===== src/rtl/seg_display_arbiter.sv =====
// Shares a 4-digit active-low 7-segment display between two frame requesters.
// Scans digits with anti-ghost blanking and swaps owner/frame only at frame boundaries.
module seg_display_arbiter #(
    parameter int N               = 7,
    parameter int REFRESH_DIV     = 50_000,
    parameter int BLANK_CYC       = 16,
    parameter int MIN_HOLD_FRAMES = 4,
    parameter int CW              = 16
) (
    input  logic           CLK1,
    input  logic           arst,
    input  logic [1:0]     req,
    input  logic [4*N-1:0] seg_in0,
    input  logic [4*N-1:0] seg_in1,
    output logic [1:0]     gnt,
    output logic [0:N-1]   seg,
    output logic [3:0]     an,
    output logic           frame_done
);

    localparam int HW = $clog2(MIN_HOLD_FRAMES + 1);
    localparam logic [CW-1:0]  CNT_LAST  = CW'(REFRESH_DIV - 1);
    localparam logic [CW-1:0]  BLANK_END = CW'(BLANK_CYC);
    localparam logic [HW-1:0]  HOLD_THR  = HW'(MIN_HOLD_FRAMES - 1);
    localparam logic [HW-1:0]  HOLD_MAX  = HW'(MIN_HOLD_FRAMES);
    localparam logic [N-1:0]   SEG_OFF   = {N{1'b1}};
    localparam logic [4*N-1:0] FRAME_OFF = {(4*N){1'b1}};

    // State encoding doubles as the one-hot grant vector.
    typedef enum logic [1:0] {
        ST_IDLE = 2'b00,
        ST_OWN0 = 2'b01,
        ST_OWN1 = 2'b10
    } state_e;

    logic [CW-1:0]  cnt_q, cnt_d;
    logic [1:0]     digit_q, digit_d;
    state_e         state_q, state_d;
    logic [HW-1:0]  hold_q, hold_d;
    logic [4*N-1:0] frame_buf_q, frame_buf_d;
    logic [0:N-1]   seg_q, seg_d;
    logic [3:0]     an_q, an_d;
    logic           fd_q, fd_d;
    logic           tick_s, boundary_s;
    logic [N-1:0]   field_s;
    logic [3:0]     an_code_s;

    assign tick_s     = (cnt_q == CNT_LAST);
    assign boundary_s = tick_s && (digit_q == 2'd3);

    // Slot counter and digit index.
    always_comb begin
        cnt_d   = cnt_q;
        digit_d = digit_q;
        if (tick_s) begin
            cnt_d   = '0;
            digit_d = digit_q + 2'd1;
        end else begin
            cnt_d   = cnt_q + CW'(1);
            digit_d = digit_q;
        end
    end

    // Arbiter next state, hold counter and frame latch, all gated by the frame boundary.
    always_comb begin
        state_d     = state_q;
        hold_d      = hold_q;
        frame_buf_d = frame_buf_q;
        if (boundary_s) begin
            case (state_q)
                ST_IDLE, ST_OWN0: begin
                    if (req[0]) begin
                        state_d = ST_OWN0;
                    end else if (req[1]) begin
                        state_d = ST_OWN1;
                    end else begin
                        state_d = ST_IDLE;
                    end
                end
                ST_OWN1: begin
                    if (!req[1]) begin
                        state_d = req[0] ? ST_OWN0 : ST_IDLE;
                    end else if (req[0] && (hold_q >= HOLD_THR)) begin
                        state_d = ST_OWN0;
                    end else begin
                        state_d = ST_OWN1;
                    end
                end
                default: state_d = ST_IDLE;
            endcase

            if (state_d != state_q) begin
                hold_d = '0;
            end else if (hold_q != HOLD_MAX) begin
                hold_d = hold_q + HW'(1);
            end else begin
                hold_d = hold_q;
            end

            case (state_d)
                ST_OWN0: frame_buf_d = seg_in0;
                ST_OWN1: frame_buf_d = seg_in1;
                default: frame_buf_d = FRAME_OFF;
            endcase
        end else begin
            state_d     = state_q;
            hold_d      = hold_q;
            frame_buf_d = frame_buf_q;
        end
    end

    // Digit field select and anode decode for the pin registers.
    always_comb begin
        case (digit_q)
            2'd0: begin field_s = frame_buf_q[4*N-1 -: N]; an_code_s = 4'b0111; end
            2'd1: begin field_s = frame_buf_q[3*N-1 -: N]; an_code_s = 4'b1011; end
            2'd2: begin field_s = frame_buf_q[2*N-1 -: N]; an_code_s = 4'b1101; end
            default: begin field_s = frame_buf_q[N-1:0]; an_code_s = 4'b1110; end
        endcase
        seg_d = field_s;
        an_d  = 4'b1111;
        if (state_q == ST_IDLE) begin
            seg_d = SEG_OFF;
            an_d  = 4'b1111;
        end else if (cnt_q < BLANK_END) begin
            seg_d = field_s;
            an_d  = 4'b1111;
        end else begin
            seg_d = field_s;
            an_d  = an_code_s;
        end
        fd_d = boundary_s;
    end

    // State and output registers.
    always_ff @(posedge CLK1 or posedge arst) begin
        if (arst) begin
            cnt_q       <= '0;
            digit_q     <= 2'd0;
            state_q     <= ST_IDLE;
            hold_q      <= '0;
            frame_buf_q <= FRAME_OFF;
            seg_q       <= SEG_OFF;
            an_q        <= 4'b1111;
            fd_q        <= 1'b0;
        end else begin
            cnt_q       <= cnt_d;
            digit_q     <= digit_d;
            state_q     <= state_d;
            hold_q      <= hold_d;
            frame_buf_q <= frame_buf_d;
            seg_q       <= seg_d;
            an_q        <= an_d;
            fd_q        <= fd_d;
        end
    end

    assign gnt        = state_q;
    assign seg        = seg_q;
    assign an         = an_q;
    assign frame_done = fd_q;

endmodule


===== config.mk =====
export PLATFORM = sky130hd
export DESIGN_NAME = seg_display_arbiter
export DESIGN_NICKNAME = d
export VERILOG_FILES = /design/src/rtl/seg_display_arbiter.sv
export SDC_FILE = /design/constraint.sdc
export NUM_CORES = 1
export LEC_CHECK = 0
export BUFFER_PORTS_ARGS = -buffer_cell sky130_fd_sc_hd__buf_2
export CAP_MARGIN = 20
export CORE_MARGIN = 3
export CORE_UTILIZATION = 35
export DETAILED_ROUTE_END_ITERATION = 8
export GPL_TIMING_DRIVEN = 1
export PLACE_DENSITY = 0.59
export RECOVER_POWER = 50
export SYNTH_ARGS = -nofsm -noshare
export SYNTH_HDL_FRONTEND = slang
export SYNTH_SLANG_ARGS = --single-unit

===== constraint.sdc =====
create_clock -name CLK1 -period 2.41 [get_ports CLK1]
set_input_delay 0.6025 -clock CLK1 [delete_from_list [all_inputs] [get_ports CLK1]]
set_output_delay 0.6025 -clock CLK1 [all_outputs]
set_load 0.005 [all_outputs]

== Yosys cells after proc, flatten, opt, wreduce, memory -nomap -nowiden ==
Cells that the tools add are included.
Word-level totals
  input port bits: 60
  register bits: 63
  word-level logic and storage cells: 46
  output and inout bits: 14
Cells by class
  mux-type cells: 16
  equal/unequal tests: 10
  add/subtract/negate cells: 3
  magnitude comparators: 2
  reduce and logical (&&, ||, !) cells: 7
Operator list (number)
  case mux 28 bit (2 select lines): 1
  case mux 7 bit (3 select lines): 1
  adder 16 x 1 -> 16 bit, second input constant: 1
  equality test 16 bit, second input constant: 1
  < comparator 16 x 5 -> 1 bit, second input constant: 1
  two-way mux 16 bit: 1
  case mux 4 bit (3 select lines): 1
  two-way mux 2 bit: 5
  equality test 2 bit, second input constant: 4
  two-way mux 4 bit: 2
  two-way mux 7 bit: 1
  equality test 2 x 1 -> 1 bit, second input constant: 3
  two-way mux 3 bit: 2
  logical NOT 2 bit: 2
  case mux 2 bit (2 select lines): 1
  adder 3 x 1 -> 3 bit, second input constant: 1
  greater-or-equal comparator 3 x 2 -> 1 bit, second input constant: 1
  inequality test 3 bit, second input constant: 1
  adder 2 x 1 -> 2 bit, second input constant: 1
  logical AND 1 bit: 2
  inequality test 2 bit: 1
  AND reduction 2 bit: 1
  nonzero test 2 bit: 1
  OR reduction 2 bit: 1
  two-way mux 1 bit: 1

== Longest topological paths before layout ==
  depth after elaboration: 9
  depth in mapped cells: 11
  gate-level depth less buffers: 9

== Worst setup path after synthesis ==
No wires, ideal clock.
  path type: reg2reg
  start: register hold_q[0]
  end: register frame_buf_q[0]
  slack: -0.092 ns
  data required time: 2.328 ns
  setup time: 0.082 ns
  path buffers: 2
  data arrival time: 2.420 ns
  period minus slack after synthesis: 2.502 ns
  cell stages (with the launch flop): 12
  cell sequence: dfrtp_1 > ha_1 > ha_1 > nor2_1 > nand3_1 > a21boi_0 > inv_1 > ha_1 > clkbuf_1 > clkbuf_1 > a221o_1 > mux2_4
On the way
  cells in the longest elaborated chain, start to end: 8
  elaborated cells on any way between the ends: 9
  those cells by class: order compare: 1; eq/ne: 2; mux: 5; reduce/logical: 1
Ends and longest elaborated chain
  from (decl): RTL line 39  | logic [HW-1:0] hold_q, hold_d;
  from (signal assigned): RTL line 150  | hold_q <= hold_d;
  greater-or-equal comparator 3 x 2 -> 1 bit (*): RTL line 83  | end else if (req[0] && (hold_q >= HOLD_THR)) begin
  logical AND 1 bit (*): RTL line 83
  two-way mux 2 bit (*): RTL line 83
  two-way mux 2 bit (*): RTL line 81  | if (!req[1]) begin
  case mux 2 bit (2 select lines) (*): RTL line 70  | case (state_q)
  two-way mux 2 bit (*): RTL line 69  | if (boundary_s) begin
  equality test 2 bit or equality test 2 x 1 -> 1 bit (tied branches): RTL line 100  | case (state_d)
  case mux 28 bit (2 select lines) (*): RTL line 100
  to (signal assigned): RTL line 151  | frame_buf_q <= frame_buf_d;
  to (decl): RTL line 40  | logic [4*N-1:0] frame_buf_q, frame_buf_d;
Mark *: on every way between the ends. The rest lies on a longest branch, timed or not. The select of a mux whose other input is x is not followed.
A chain may end at the register's enable or synchronous reset.

== Final worst setup path ==
  start: register hold_q[0]
  end: register frame_buf_q[20]
The elaborated chain is that of the path after synthesis.

==> summary.md <==
The flow ran to the end, but the final reports show violations. The checks that failed: max-capacitance violations, max-slew violations. For the leakage component of the power, the log shows 0.00188 uW. In the synthesized netlist the dominant register cell turns out to be sky130_fd_sc_hd__dfstp_2. Across the VDD grid, the largest voltage drop is 0.000277 V. Traced cell by cell, the critical path runs through ha_1 > ha_1 > nor2_2 > nand3_2 > a21boi_2 > inv_1 > ha_4 > clkbuf_16 > a221o_1 > mux2_4. The remaining routing DRC violations is 0.

STA classifies the critical path endpoint as a register. The share of synthesized area in the top cell type comes to 29.7%. Clock tree synthesis found a total of 63 sinks. In the post-route analysis, the smallest setup slack over all paths is 0.0853 ns. The clock slew seen by the registers of the worst setup and hold paths came out at 0.07 ns. The library cell contributing the largest single delay on the critical path was sky130_fd_sc_hd__dfrtp_1.

The synthesized design spends more area on one cell type than any other, namely sky130_fd_sc_hd__dfstp_2. The slack of the worst reg-to-reg path came out at 0.09 ns. Netlist area before placement: 0.00345 mm^2. The die area is 0.0111 mm^2, and the post-synthesis average cell area is 11.9 um^2. By instance count, the cell type seen most on the critical path is sky130_fd_sc_hd__ha_1.

The hold buffer count at cts came out at 0. The synthesized netlist contains 45 unique library cells. Of all nets on the critical path, the largest fanout is 14. The number of cells on the worst hold path was 1. Power spread over the standard cell area amounts to 498 mW/mm^2. The run gives 2 as the number of buffers between clock root and the deepest sink.

The area growth from synthesis to layout was 22.1%. The number of buffers and inverters on the critical path is 2. By area, the combinational part of the netlist is dominated by compound AO/OA/AOI/OAI gates. At the later pin of the worst-skew pair, clock insertion delay measures 0.34 ns.

The top cell types in the final layout, fill and taps aside, are sky130_fd_sc_hd__buf_2 (73), sky130_fd_sc_hd__dfstp_2 (39), sky130_fd_sc_hd__mux2_4 (30). The routed layout has 2,633 vias. Setup repair after global routing could not meet its margin everywhere. Global routing finished with a remaining overflow of 0. The count of buffers added on input and output ports is 73. The initial utilization of the core area, before any placement, comes to 36.7%. Total routing resource utilization after global routing: 14.9%. The start point of the worst min-delay path was cnt_q[0]. Grouping stages by cell kind, the critical path spends the most delay in adder cells. The congestion estimate from routability-driven global placement came to 0.807. The fraction of the mapped netlist area in adder cells was 3.98%.

The first TritonRoute pass finished after 4 iterations. For the worst setup path, the data required time is 2.68 ns. After synthesis, the share of cell area in mux cells is 13.0%. The fraction of layout cells with a size suffix above 1 is 48.9%, and the final-report max-slew violation count is 63. The logs give 64 for the pin count of the biggest net entering global routing and 889 for the fill cell total of the finished layout. Once layout is complete, the cells apart from fillers number 499. After layout, the minimum clock period comes to 2.32 ns.

For this run, the slowest stage of the critical path takes 0.38 ns. For the footprint of the multi-input gates, the log shows 0.00171 mm^2. The worst setup path is of the reg -> reg kind.

The tools report the root buffer selected by CTS as sky130_fd_sc_hd__clkbuf_8. The proportion of register bits with asynchronous set or reset after synthesis is 100%, and the die height is 105 um. Derived from the worst setup path, the maximum achievable clock frequency is 430 MHz. The path class of the tightest hold or removal check is reg -> reg. By area the synthesized netlist is led by sky130_fd_sc_hd__dfstp_2 (30%), sky130_fd_sc_hd__dfrtp_1 (17%), sky130_fd_sc_hd__mux2_4 (13%).

The average wire per standard cell is 16.5 um, and the TritonCTS buffer count is 9. The worst clock skew is 0.0120 ns, and the slew of the pin with the lowest slew margin is 1.50 ns. TritonCTS built the clock tree. Setup TNS: 0 ns.

The routed design has 8.22 mm of wire. The synthesized netlist devotes 12.7% of its cell area to simple gates. The number of antenna repair diodes is 0. The synthesized design contains 63 register bits. The tools report the synthesized netlist net count as 362. The first global-routing pass estimated 13.2 mm of wire. Setup violations remaining at the end of the flow were counted as 0. The fraction of the core area covered by cells at the end of the flow is 44.8%, and the relative slew slack is -0.294%. For the number of antenna violations at the first check in global routing, the log shows 0.

The worst setup path is launched from a register. The post-placement cell count is 482, and the sequential area share after synthesis is 47.0%. In the final design database the tool counted 436 nets. For the worst flop-to-flop path, the logic depth is 10.

The number of violations reported at the end of detailed-routing iteration 0 is 149. In the synthesized netlist, the number of instances is 291. 74 I/O pins were placed. The compound-gate portion of the synthesized area was 15.4%; the die outline width was 105 um.

The synthesized netlist devotes 3.55% of its cell area to XOR and XNOR gates. The number of placement rows is 35. The run gives 5.75 mm as the final HPWL from detailed placement.

The most frequent standard cell in the layout excluding fill and tap cells is sky130_fd_sc_hd__buf_2. The end point of the worst hold path is cnt_q[0]. Endpoint of the lowest-slack register-to-register path: frame_buf_q[20]. The signal arrival time at the worst endpoint is 2.60 ns. The total core area was 0.00942 mm^2. For the residual antenna-violating net count after detailed routing, the log shows 0. The worst setup timing slack at the placement stage is 0.00632 ns, and the via-per-instance ratio is 5.28. The count of max-cap constraint violations was 1. The synthesized design contains 0 enable-type register cells.

The logs give 2,716 for the number of global-route vias before repair and 0.00163 mm^2 for the register area. The worst register-to-register path begins at hold_q[0]. The count of yosys warnings during synthesis was 0.

The run gives 0 as the count of endpoints failing hold in the final timing report. In this run the number of H-tree levels came out at 3. After layout, the worst path uses 96.5% of the clock period.
registers in the layout, summed over array words and instances, names as in the netlist:
signal       cells
frame_buf_q     28
cnt_q           16
seg              7
an               4
hold_q           3
digit_q          2
gnt              2
frame_done       1
final cells by class:
class / count / area share, %
clock buffers: 13 / 3.77
clock inverters: 3 / 0.386
inverters: 12 / 1.07
multi-input cells: 195 / 40.5
flip-flops and latches: 63 / 38.5
well taps: 129 / 3.83
repair buffers: 84 / 11.9
Yosys cell counts, types with 2 or more instances:
cell	count
sky130_fd_sc_hd__a2111oi_0	2
sky130_fd_sc_hd__dfrtp_1	24
sky130_fd_sc_hd__mux2_4	30
sky130_fd_sc_hd__dfstp_2	39
sky130_fd_sc_hd__inv_1	12
sky130_fd_sc_hd__nand4_1	7
sky130_fd_sc_hd__xnor2_1	10
sky130_fd_sc_hd__nand2b_1	4
sky130_fd_sc_hd__ha_1	11
sky130_fd_sc_hd__nor2_1	13
sky130_fd_sc_hd__buf_2	2
sky130_fd_sc_hd__o21ai_0	17
sky130_fd_sc_hd__xor2_1	4
sky130_fd_sc_hd__a222oi_1	7
sky130_fd_sc_hd__a211oi_1	2
sky130_fd_sc_hd__nand3_1	8
sky130_fd_sc_hd__clkbuf_1	16
sky130_fd_sc_hd__nor3_1	4
sky130_fd_sc_hd__and2_1	4
sky130_fd_sc_hd__buf_6	3
sky130_fd_sc_hd__nand2_1	21
sky130_fd_sc_hd__a221o_1	28
where the power goes:
part	internal [uW]	leakage [uW]	switching, uW	total, uW
combinational	107	0.00106	104	211
clock	427	0.0000937	396	824
sequential	1060	0.000723	1.23	1060
total	1600	0.00188	502	2100
per-layer routing:
metal / vias to the layer above / share of wire, % / track usage [%]
met3: 17 / 3.7 / 2.45
li1: 1240 / - / -
met4: 0 / 2.6 / 9.09
met1: 1305 / 46 / 20.0
met5: - / 0 / 0
met2: 71 / 48 / 22.6
worst max path at each step:
| stage | from | endpoint | slack [ns] | cells past startpoint |
|---|---|---|---|---|
| after global routing | hold_q[0] | frame_buf_q[12] | -0.03 | 10 |
| after detailed placement | hold_q[0] | frame_buf_q[20] | 0.006 | 10 |
| final | hold_q[0] | frame_buf_q[20] | 0.09 | 10 |
| after floorplan | hold_q[0] | frame_buf_q[0] | -0.01 | 11 |
| after global placement | req[1] | frame_buf_q[23] | 0.04 | 9 |
| after CTS | hold_q[0] | frame_buf_q[26] | 0.04 | 10 |
kinds of logic after synthesis:
logic type,Yosys count
fa+ha+maj,11
buf+inv,33
mux,30
xor+xnor,14
simple gates,77
compound gates,63
flops,63
worst register-to-register path: cells and delay by family, from the launching register on:
kind	cells	cell delay [ns]
simple gates	2	0.23
flops	1	0.38
mux	1	0.27
buf+inv	2	0.27
compound gates	2	0.54
fa+ha+maj	3	0.57
timing repair:
action | 4_1_cts | 5_1_grt
hold endpoints to repair | 0 | 0
setup endpoints to repair | 3 | 28
pin swaps | 0 | 2
cloned | 0 | 1
buffers inserted | 0 | 0
gates resized for setup | 1 | 6
through the flow:
stage	hold WS (ns)	power, uW	instance area [um^2]
after floorplan	0.455	1190	3450
after global placement	0.476	1280	4000
after detailed placement	0.491	1290	4000
after CTS	0.325	2110	4180
after global routing	0.515	2200	4220
final	0.498	2100	4220
Note: power is estimated with default switching activity, not from simulation.
